## src/rtl/mero_alu_pkg.sv

```systemverilog
// Shared ALU control codes, mul/div function encodings and sequencer state type.
// MULDIV_DIV_EN enables DIVU/REMU; without it only MUL is accepted.
package mero_alu_pkg;

  localparam int unsigned DATA_W     = 32;
  localparam int unsigned CNT_W      = 5;
  localparam int unsigned ALU_CTRL_W = 4;

  localparam logic [ALU_CTRL_W-1:0] ALU_ADD = 4'b0000;
  localparam logic [ALU_CTRL_W-1:0] ALU_SUB = 4'b0011;

  typedef enum logic [1:0] {
    MD_MUL  = 2'b00,
    MD_DIVU = 2'b01,
    MD_REMU = 2'b10,
    MD_RSVD = 2'b11
  } md_funct_e;

  typedef enum logic [1:0] {
    ST_IDLE,
    ST_CALC,
    ST_DONE
  } md_state_e;

  // Operations this build can execute; anything else takes the reject path.
  function automatic logic md_supported(input logic [1:0] f);
`ifdef MULDIV_DIV_EN
    return f != MD_RSVD;
`else
    return f == MD_MUL;
`endif
  endfunction

endpackage

```

## src/rtl/muldiv_seq_if.sv

```systemverilog
// Request/response and shared-ALU borrowing signals of the mul/div sequencer.
interface muldiv_seq_if;
  import mero_alu_pkg::*;

  logic                  start_i;
  logic [1:0]            funct_i;
  logic [DATA_W-1:0]     op1_i;
  logic [DATA_W-1:0]     op2_i;
  logic                  busy_o;
  logic                  done_o;
  logic                  err_o;
  logic [DATA_W-1:0]     result_o;
  logic                  alu_req_o;
  logic [ALU_CTRL_W-1:0] alu_ctrl_o;
  logic [DATA_W-1:0]     alu_op1_o;
  logic [DATA_W-1:0]     alu_op2_o;
  logic [DATA_W-1:0]     alu_data_i;

  modport master (
    output start_i, funct_i, op1_i, op2_i, alu_data_i,
    input  busy_o, done_o, err_o, result_o, alu_req_o, alu_ctrl_o, alu_op1_o, alu_op2_o
  );

  modport slave (
    input  start_i, funct_i, op1_i, op2_i, alu_data_i,
    output busy_o, done_o, err_o, result_o, alu_req_o, alu_ctrl_o, alu_op1_o, alu_op2_o
  );
endinterface

```

## src/rtl/muldiv_step.sv

```systemverilog
// One shift-add (MUL) or restoring-divide iteration: ALU operands and next register values.
// hi = acc/rem, lo = mc/quo, arg = mp/divisor. Divide path exists only with MULDIV_DIV_EN.
module muldiv_step
  import mero_alu_pkg::*;
(
`ifdef MULDIV_DIV_EN
  input  md_funct_e             funct,
`endif
  input  logic [DATA_W-1:0]     hi,
  input  logic [DATA_W-1:0]     lo,
  input  logic [DATA_W-1:0]     arg,
  input  logic [DATA_W-1:0]     alu_data,
  output logic [DATA_W-1:0]     alu_op1,
  output logic [DATA_W-1:0]     alu_op2,
  output logic [ALU_CTRL_W-1:0] alu_ctrl,
  output logic [DATA_W-1:0]     hi_nxt,
  output logic [DATA_W-1:0]     lo_nxt,
  output logic [DATA_W-1:0]     arg_nxt
);

`ifdef MULDIV_DIV_EN
  logic [DATA_W:0] sh;
  logic            take;
`endif

  always_comb begin
    alu_op1  = hi;
    alu_op2  = lo;
    alu_ctrl = ALU_ADD;
    hi_nxt   = arg[0] ? alu_data : hi;
    lo_nxt   = lo << 1;
    arg_nxt  = arg >> 1;
`ifdef MULDIV_DIV_EN
    sh   = {hi, lo[DATA_W-1]};
    take = sh[DATA_W] | (sh[DATA_W-1:0] >= arg);
    if (funct != MD_MUL) begin
      alu_op1  = sh[DATA_W-1:0];
      alu_op2  = arg;
      alu_ctrl = ALU_SUB;
      hi_nxt   = take ? alu_data : sh[DATA_W-1:0];
      lo_nxt   = {lo[DATA_W-2:0], take};
      arg_nxt  = arg;
    end
`endif
  end

endmodule

```

## src/rtl/muldiv_seq.sv

```systemverilog
// Iterative MUL/DIVU/REMU sequencer that borrows the shared ALU for 32 cycles.
// MULDIV_DIV_EN enables the divide path; otherwise DIVU/REMU are rejected like funct 11.
module muldiv_seq
  import mero_alu_pkg::*;
(
  input  logic        clk_i,
  input  logic        rst_i,
  muldiv_seq_if.slave bus
);

  md_state_e             state_q;
  logic [CNT_W-1:0]      cnt_q;
  logic [DATA_W-1:0]     hi_q, lo_q, arg_q;
  logic                  busy_q, done_q, err_q, alu_req_q;
  logic [DATA_W-1:0]     result_q;
`ifdef MULDIV_DIV_EN
  md_funct_e             funct_q;
`endif

  logic [DATA_W-1:0]     step_op1, step_op2, hi_nxt, lo_nxt, arg_nxt, res_nxt;
  logic [ALU_CTRL_W-1:0] step_ctrl;

  muldiv_step u_step (
`ifdef MULDIV_DIV_EN
    .funct    (funct_q),
`endif
    .hi       (hi_q),
    .lo       (lo_q),
    .arg      (arg_q),
    .alu_data (bus.alu_data_i),
    .alu_op1  (step_op1),
    .alu_op2  (step_op2),
    .alu_ctrl (step_ctrl),
    .hi_nxt   (hi_nxt),
    .lo_nxt   (lo_nxt),
    .arg_nxt  (arg_nxt)
  );

`ifdef MULDIV_DIV_EN
  assign res_nxt = (funct_q == MD_DIVU) ? lo_nxt : hi_nxt;
`else
  assign res_nxt = hi_nxt;
`endif

  // Sequencer FSM; the final iteration's next value is captured straight into result.
  always_ff @(posedge clk_i or posedge rst_i) begin
    if (rst_i) begin
      state_q   <= ST_IDLE;
      cnt_q     <= '0;
      hi_q      <= '0;
      lo_q      <= '0;
      arg_q     <= '0;
      busy_q    <= 1'b0;
      done_q    <= 1'b0;
      err_q     <= 1'b0;
      alu_req_q <= 1'b0;
      result_q  <= '0;
`ifdef MULDIV_DIV_EN
      funct_q   <= MD_MUL;
`endif
    end else begin
      case (state_q)
        ST_IDLE: begin
          if (bus.start_i) begin
            busy_q <= 1'b1;
            if (md_supported(bus.funct_i)) begin
              state_q   <= ST_CALC;
              alu_req_q <= 1'b1;
              cnt_q     <= '0;
              hi_q      <= '0;
              lo_q      <= bus.op1_i;
              arg_q     <= bus.op2_i;
`ifdef MULDIV_DIV_EN
              funct_q   <= md_funct_e'(bus.funct_i);
`endif
            end else begin
              state_q  <= ST_DONE;
              done_q   <= 1'b1;
              err_q    <= 1'b1;
              result_q <= '0;
            end
          end
        end
        ST_CALC: begin
          hi_q  <= hi_nxt;
          lo_q  <= lo_nxt;
          arg_q <= arg_nxt;
          cnt_q <= cnt_q + CNT_W'(1);
          if (cnt_q == CNT_W'(DATA_W - 1)) begin
            state_q   <= ST_DONE;
            alu_req_q <= 1'b0;
            done_q    <= 1'b1;
            result_q  <= res_nxt;
          end
        end
        ST_DONE: begin
          state_q <= ST_IDLE;
          busy_q  <= 1'b0;
          done_q  <= 1'b0;
          err_q   <= 1'b0;
        end
        default: state_q <= ST_IDLE;
      endcase
    end
  end

  assign bus.busy_o     = busy_q;
  assign bus.done_o     = done_q;
  assign bus.err_o      = err_q;
  assign bus.result_o   = result_q;
  assign bus.alu_req_o  = alu_req_q;
  assign bus.alu_ctrl_o = alu_req_q ? step_ctrl : ALU_ADD;
  assign bus.alu_op1_o  = alu_req_q ? step_op1 : '0;
  assign bus.alu_op2_o  = alu_req_q ? step_op2 : '0;

endmodule
```

## src/flat_wrapper.sv

```systemverilog
// flat-port wrapper written by rule: the top's interface ports become plain ports
module muldiv_seq_flat import mero_alu_pkg::*;
  (clk_i, rst_i, bus_start_i, bus_funct_i, bus_op1_i, bus_op2_i, bus_alu_data_i, bus_busy_o, bus_done_o, bus_err_o, bus_result_o, bus_alu_req_o, bus_alu_ctrl_o, bus_alu_op1_o, bus_alu_op2_o);
  muldiv_seq_if bus_i ();
  input  logic clk_i;
  input  logic rst_i;
  input wire logic [$bits(bus_i.start_i)-1:0] bus_start_i;
  input wire logic [$bits(bus_i.funct_i)-1:0] bus_funct_i;
  input wire logic [$bits(bus_i.op1_i)-1:0] bus_op1_i;
  input wire logic [$bits(bus_i.op2_i)-1:0] bus_op2_i;
  input wire logic [$bits(bus_i.alu_data_i)-1:0] bus_alu_data_i;
  output wire logic [$bits(bus_i.busy_o)-1:0] bus_busy_o;
  output wire logic [$bits(bus_i.done_o)-1:0] bus_done_o;
  output wire logic [$bits(bus_i.err_o)-1:0] bus_err_o;
  output wire logic [$bits(bus_i.result_o)-1:0] bus_result_o;
  output wire logic [$bits(bus_i.alu_req_o)-1:0] bus_alu_req_o;
  output wire logic [$bits(bus_i.alu_ctrl_o)-1:0] bus_alu_ctrl_o;
  output wire logic [$bits(bus_i.alu_op1_o)-1:0] bus_alu_op1_o;
  output wire logic [$bits(bus_i.alu_op2_o)-1:0] bus_alu_op2_o;
  assign bus_i.start_i = bus_start_i;
  assign bus_i.funct_i = bus_funct_i;
  assign bus_i.op1_i = bus_op1_i;
  assign bus_i.op2_i = bus_op2_i;
  assign bus_i.alu_data_i = bus_alu_data_i;
  assign bus_busy_o = bus_i.busy_o;
  assign bus_done_o = bus_i.done_o;
  assign bus_err_o = bus_i.err_o;
  assign bus_result_o = bus_i.result_o;
  assign bus_alu_req_o = bus_i.alu_req_o;
  assign bus_alu_ctrl_o = bus_i.alu_ctrl_o;
  assign bus_alu_op1_o = bus_i.alu_op1_o;
  assign bus_alu_op2_o = bus_i.alu_op2_o;
  muldiv_seq u_core (.clk_i(clk_i), .rst_i(rst_i), .bus(bus_i));
endmodule
```

## config.mk

```make
export PLATFORM = sky130hd
export DESIGN_NAME = muldiv_seq_flat
export DESIGN_NICKNAME = d
export VERILOG_FILES = /design/src/rtl/mero_alu_pkg.sv /design/src/rtl/muldiv_seq_if.sv /design/src/rtl/muldiv_step.sv /design/src/rtl/muldiv_seq.sv /design/src/flat_wrapper.sv
export SDC_FILE = /design/constraint.sdc
export NUM_CORES = 1
export LEC_CHECK = 0
export CAP_MARGIN = 0
export CORE_ASPECT_RATIO = 1.1
export CORE_MARGIN = 10
export CORE_UTILIZATION = 34
export DETAILED_ROUTE_END_ITERATION = 10
export PLACE_DENSITY = 0.67
export SETUP_SLACK_MARGIN = 0.05
export SLEW_MARGIN = 10
export SYNTH_ARGS = -nofsm -noshare
export SYNTH_HDL_FRONTEND = slang
export SYNTH_SLANG_ARGS = --single-unit
```

## constraint.sdc

```tcl
create_clock -name clk_i -period 6.2 [get_ports clk_i]
set_input_delay 1.24 -clock clk_i [delete_from_list [all_inputs] [get_ports clk_i]]
set_output_delay 1.24 -clock clk_i [all_outputs]
set_load 0.02 [all_outputs]
```

Word level (Yosys, flattened, before mapping)

Index checks and enable logic that the tools add are counted.

Add/sub/neg operators: 1
Equality and inequality tests: 7
Multiplexer cells: 34
Reduce and logical (&&, ||, !) cells: 12

Operator list:

| cell                | number |
|---|---|
| $mux 32             | 12 |
| $pmux 32 s2         | 4 |
| $reduce_and 4->1    | 3 |
| $mux 5              | 2 |
| $pmux 5 s2          | 1 |
| $mux 1              | 7 |
| $mux 2              | 3 |
| $pmux 1 s2          | 3 |
| $reduce_and 3->1    | 2 |
| $add 5x1->5 const B | 1 |
| $eq 5x5->1 const B  | 1 |
| $logic_not 2->1     | 2 |
| $ne 2x1->1 const B  | 2 |
| $ne 2x2->1 const B  | 2 |
| $pmux 2 s2          | 1 |
| $reduce_and 2->1    | 2 |
| $reduce_bool 2->1   | 2 |
| $pmux 1 s3          | 1 |
| $reduce_bool 3->1   | 1 |
| $eq 2x1->1 const B  | 1 |
| $eq 2x2->1 const B  | 1 |

Flip-flop bits (word level): 139
Input bits: 101
Output and inout bits: 104
Logic and storage cells: 64

Logic depth before layout (Yosys ltp)

Depth in word-level cells: 4
Gate-level depth with buffers: 8
Gate-level depth less buffers: 6

By module

From an unflattened synthesis, not the netlist that was laid out.

Cell total of the unflattened synthesis: 827
Area, all modules: 8174.1 µm²

Modules (own cells, without submodules):

| module      | times used | cells each | area an instance (µm²) | seq. area each (µm²) |
|---|---|---|---|---|
| muldiv_seq  | 1          | 658        | 6635.1                 | 3478.3 |
| muldiv_step | 1          | 169        | 1539.0                 | 0.0 |

Least setup slack after synthesis

Ideal clock, no wire load.

Path type: flip-flop to output port
Start: register u_core.alu_req_q (netlist: u_core.bus.alu_req_o)
End: output bus_alu_op1_o[10]
Arrival time: 1.168 ns
Path slack: 3.792 ns
Cell stages (with the launch flop): 4
Buffers on the path: 2
Cell sequence: dfrtp_1 -> clkbuf_1 -> clkbuf_1 -> and2_1

Longest elaborated chain between the ends: 1

Ends and longest elaborated chain:

| element                | line               | RTL |
|---|---|---|
| start, declared        | muldiv_seq.sv:14   | `logic busy_q, done_q, err_q, alu_req_q;` |
| start signal, assigned | muldiv_seq.sv:56   | `alu_req_q <= 1'b0;` |
| start signal, assigned | muldiv_seq.sv:68   | `alu_req_q <= 1'b1;` |
| start signal, assigned | muldiv_seq.sv:91   | `alu_req_q <= 1'b0;` |
| $mux 32                | muldiv_seq.sv:113  | `assign bus.alu_op1_o = alu_req_q ? step_op1 : '0;` |
| end, declared          | flat_wrapper.sv:18 | `output wire logic [$bits(bus_i.alu_op1_o)-1:0] bus_alu_op1_o;` |

Every way passes these cells.

Worst setup path in the final report

Start: register u_core.alu_req_q (netlist: u_core.bus.alu_req_o)
End: output bus_alu_op2_o[27]

Longest elaborated chain between the ends: 1

Ends and longest elaborated chain:

| element       | line               | RTL |
|---|---|---|
| $mux 32       | muldiv_seq.sv:114  | `assign bus.alu_op2_o = alu_req_q ? step_op2 : '0;` |
| end, declared | flat_wrapper.sv:19 | `output wire logic [$bits(bus_i.alu_op2_o)-1:0] bus_alu_op2_o;` |

Every way passes these cells.

==> results.cfg <==
[status]
status = completed

[clocking]
cts_hold_buf = 0
cts_max_path_buffers = 2
clk_pin_slew_ps = 60
cts-resized-gates = 0
clock_latency_ps = 420
h-tree-depth = 4
post_cts_buffers = 0
cts_buffers = 17
root_buffer = clkbuf_16
tritoncts = done
numClockSinks = 139

[finish]
drive_above_1_share_pct = 7.47
fill_cells = 1903
fin_util_pct = 47.4
fin_cells = 1122
antenna_cells = 0
multi_input_area_mm2 = 0.00293
ff_latch_area_mm2 = 0.00348
final_nets = 961
final_cell_mix = clkdlybuf4s50_1, nand2_1, dfrtp_1, and2_1, nor3_1
final_common_cell = clkdlybuf4s50_1
area_growth_pct = 37.9

[power]
power.density_mw_per_mm2 = 490
p_sw_mw = 1.76
power_leakage_nw = 3.91
ir_drop_mv = 0.230
combPwrFrac_pct = 44.8
pwr-share-seq_pct = 34.1
p_int_mw = 2.82
power_frac_clock_pct = 21.1
netSwitchingFraction_pct = 38.4

[global_route]
grt_first_pass_wirelength_um = 31600
grtUsageMet3_pct = 6.07
grt_pass1_vias = 5744
grt_use_met2_pct = 22.3
overflow = 0
grt.total_usage_pct = 14.8
antenna_found_initial = 1
top_usage_layer = met2
use_met1_pct = 19.5
grt_max_degree = 108

[sta]
rsz0062_at_grt = false
tightest_slew_ps = 1130
finClkSkew_ps = 11.5
finalSetupTns_ps = 0
setup_viol = 0
holdWs_ps = 509
min_period_ps = 3580
finalCritPeriodShare_pct = 57.7
maxSlewViolCount = 0
max_freq_mhz = 279
hold_violations = 0
slew_headroom_pct = 24.4

[worst_setup_path]
r2r_cells = 5
r2r-start = u_core.state_q[1]
crit_path_end_kind = output port
cp.required_ps = 4960
crit_path_end = bus_alu_op2_o[27]
startpoint = u_core.bus.alu_req_o
cp-start-kind = flop
critPathArrivalTime_ps = 2340
critical_path_class = flop to output port
critPathMaxFanout = 66
r2r_slack_ps = 3480
r2r-end = u_core.hi_q[4]

[die]
rows = 54
ios = 205
core_area_mm2 = 0.0197
initial_core_util_pct = 34.4
die_w_um = 155
die_height_um = 168
dieArea_mm2 = 0.0260

[drt]
drt-pass1-iter-count = 4
wl_um = 19800
drcViolationCount = 0
ant_nets = 0
via_per_inst = 5.03
wire_per_inst_um = 17.6
drt-initial-drc-count = 258
num_vias = 5645

[flow_run]
cap_violations = 0

[logic_synthesis]
synth_seq_cells = 139
yosysSeqAreaShare_pct = 51.3
synth_warnings = 0
postSynthAreaPerCell_um2 = 9.73
syn_inst = 697
syn_area_mm2 = 0.00678
synth.largest_area_cell = dfrtp_1
netlist_top_cells_area = dfrtp_1, nand2_1, and2_1, mux2i_1, nor3_1
ys_types = 36
yosys.area.top_type_share_pct = 51.3

[placed_design]
place_congestion = 0.752
numPortBuffers = 200
dp_cells = 1091
dp_hpwl_um = 13100

[worst_hold_path]
hp-class = flop to flop
## power groups by stage
stage	Clock, mW	Combinational [mW]	Sequential, mW
detailed placement	0	2.09	1.57
global placement	0	2.06	1.57
finish	0.965	2.05	1.56
global route	1.03	2.24	1.62
floorplan	0	1.45	1.44
CTS	0.993	2.09	1.56
## through the flow
step	cell area, um2	power [mW]	setup WS, ps
finish	9350	4.58	2620
global route	9350	4.89	2440
CTS	9350	4.65	2530
detailed placement	8800	3.66	2580
global placement	8800	3.63	2610
floorplan	6790	2.88	1240
## logic make-up after synthesis
kind of cell	count (synthesis)	share of synthesized area, %
xor+xnor	1	0.129
buf+inv	72	5.92
mux	34	5.20
flops	139	51.3
compound gates	141	15.8
simple gates	307	21.2
other cells	1	0.0553
fa+ha+maj	2	0.369
## cell usage after synthesis, drive strengths merged
| cell | n |
|---|---|
| a21o | 1 |
| o21a | 1 |
| nor2b | 1 |
| dfrtp | 139 |
| conb | 1 |
| mux2i | 34 |
| nand2 | 161 |
| nor3 | 62 |
| xor2 | 1 |
| buf | 54 |
| nor2 | 5 |
| and2b | 1 |
| nand3 | 3 |
| a31oi | 62 |
| and2 | 66 |
| a21oi | 6 |
| inv | 3 |
| or2 | 2 |
| o21bai | 1 |
| nand2b | 1 |
| and3 | 2 |
| clkbuf | 15 |
| ha | 2 |
| o21ai | 2 |
| nand3b | 1 |
| o22ai | 34 |
| nor4b | 2 |
| a22o | 34 |
## worst max-delay path: stages (launching register included)
cell	delay, ps
dfrtp_2	1030
and2_1	220
clkdlybuf4s50_1	670
## how the worst min path moves through the flow
stage                          from              end  slack, ps  cells past startpoint
CTS                 u_core.cnt_q[4]  u_core.cnt_q[4]        510                      1
detailed placement  u_core.cnt_q[4]  u_core.cnt_q[4]        490                      1
finish              u_core.cnt_q[0]  u_core.cnt_q[0]        510                      1
global placement    u_core.cnt_q[4]  u_core.cnt_q[4]        490                      1
floorplan           u_core.cnt_q[4]  u_core.cnt_q[4]        470                      1
global route        u_core.cnt_q[4]  u_core.cnt_q[4]        520                      1
## cell type report
| class | instances | share of cell area (%) |
|---|---|---|
| repair buffers | 208 | 22.0 |
| clock buffers | 20 | 4.88 |
| clock inverters | 11 | 1.03 |
| inverters | 3 | 0.174 |
| flip-flops and latches | 139 | 37.2 |
| multi-input cells | 489 | 31.3 |
| well taps | 252 | 3.37 |
## per-layer routing
layer	up-vias	routed length, um
met4	2	118
met2	162	8880
li1	2759	-
met3	13	1490
met5	-	17
met1	2709	9250
## registers in the layout, summed over array words and instances (netlist names)
signal	count
u_core.arg_q	32
u_core.bus.result_o	32
u_core.hi_q	32
u_core.lo_q	32
u_core.cnt_q	5
u_core.state_q	2
u_core.bus.alu_req_o	1
u_core.bus.busy_o	1
u_core.bus.done_o	1
u_core.bus.err_o	1
(Power assumes the default switching activity.)
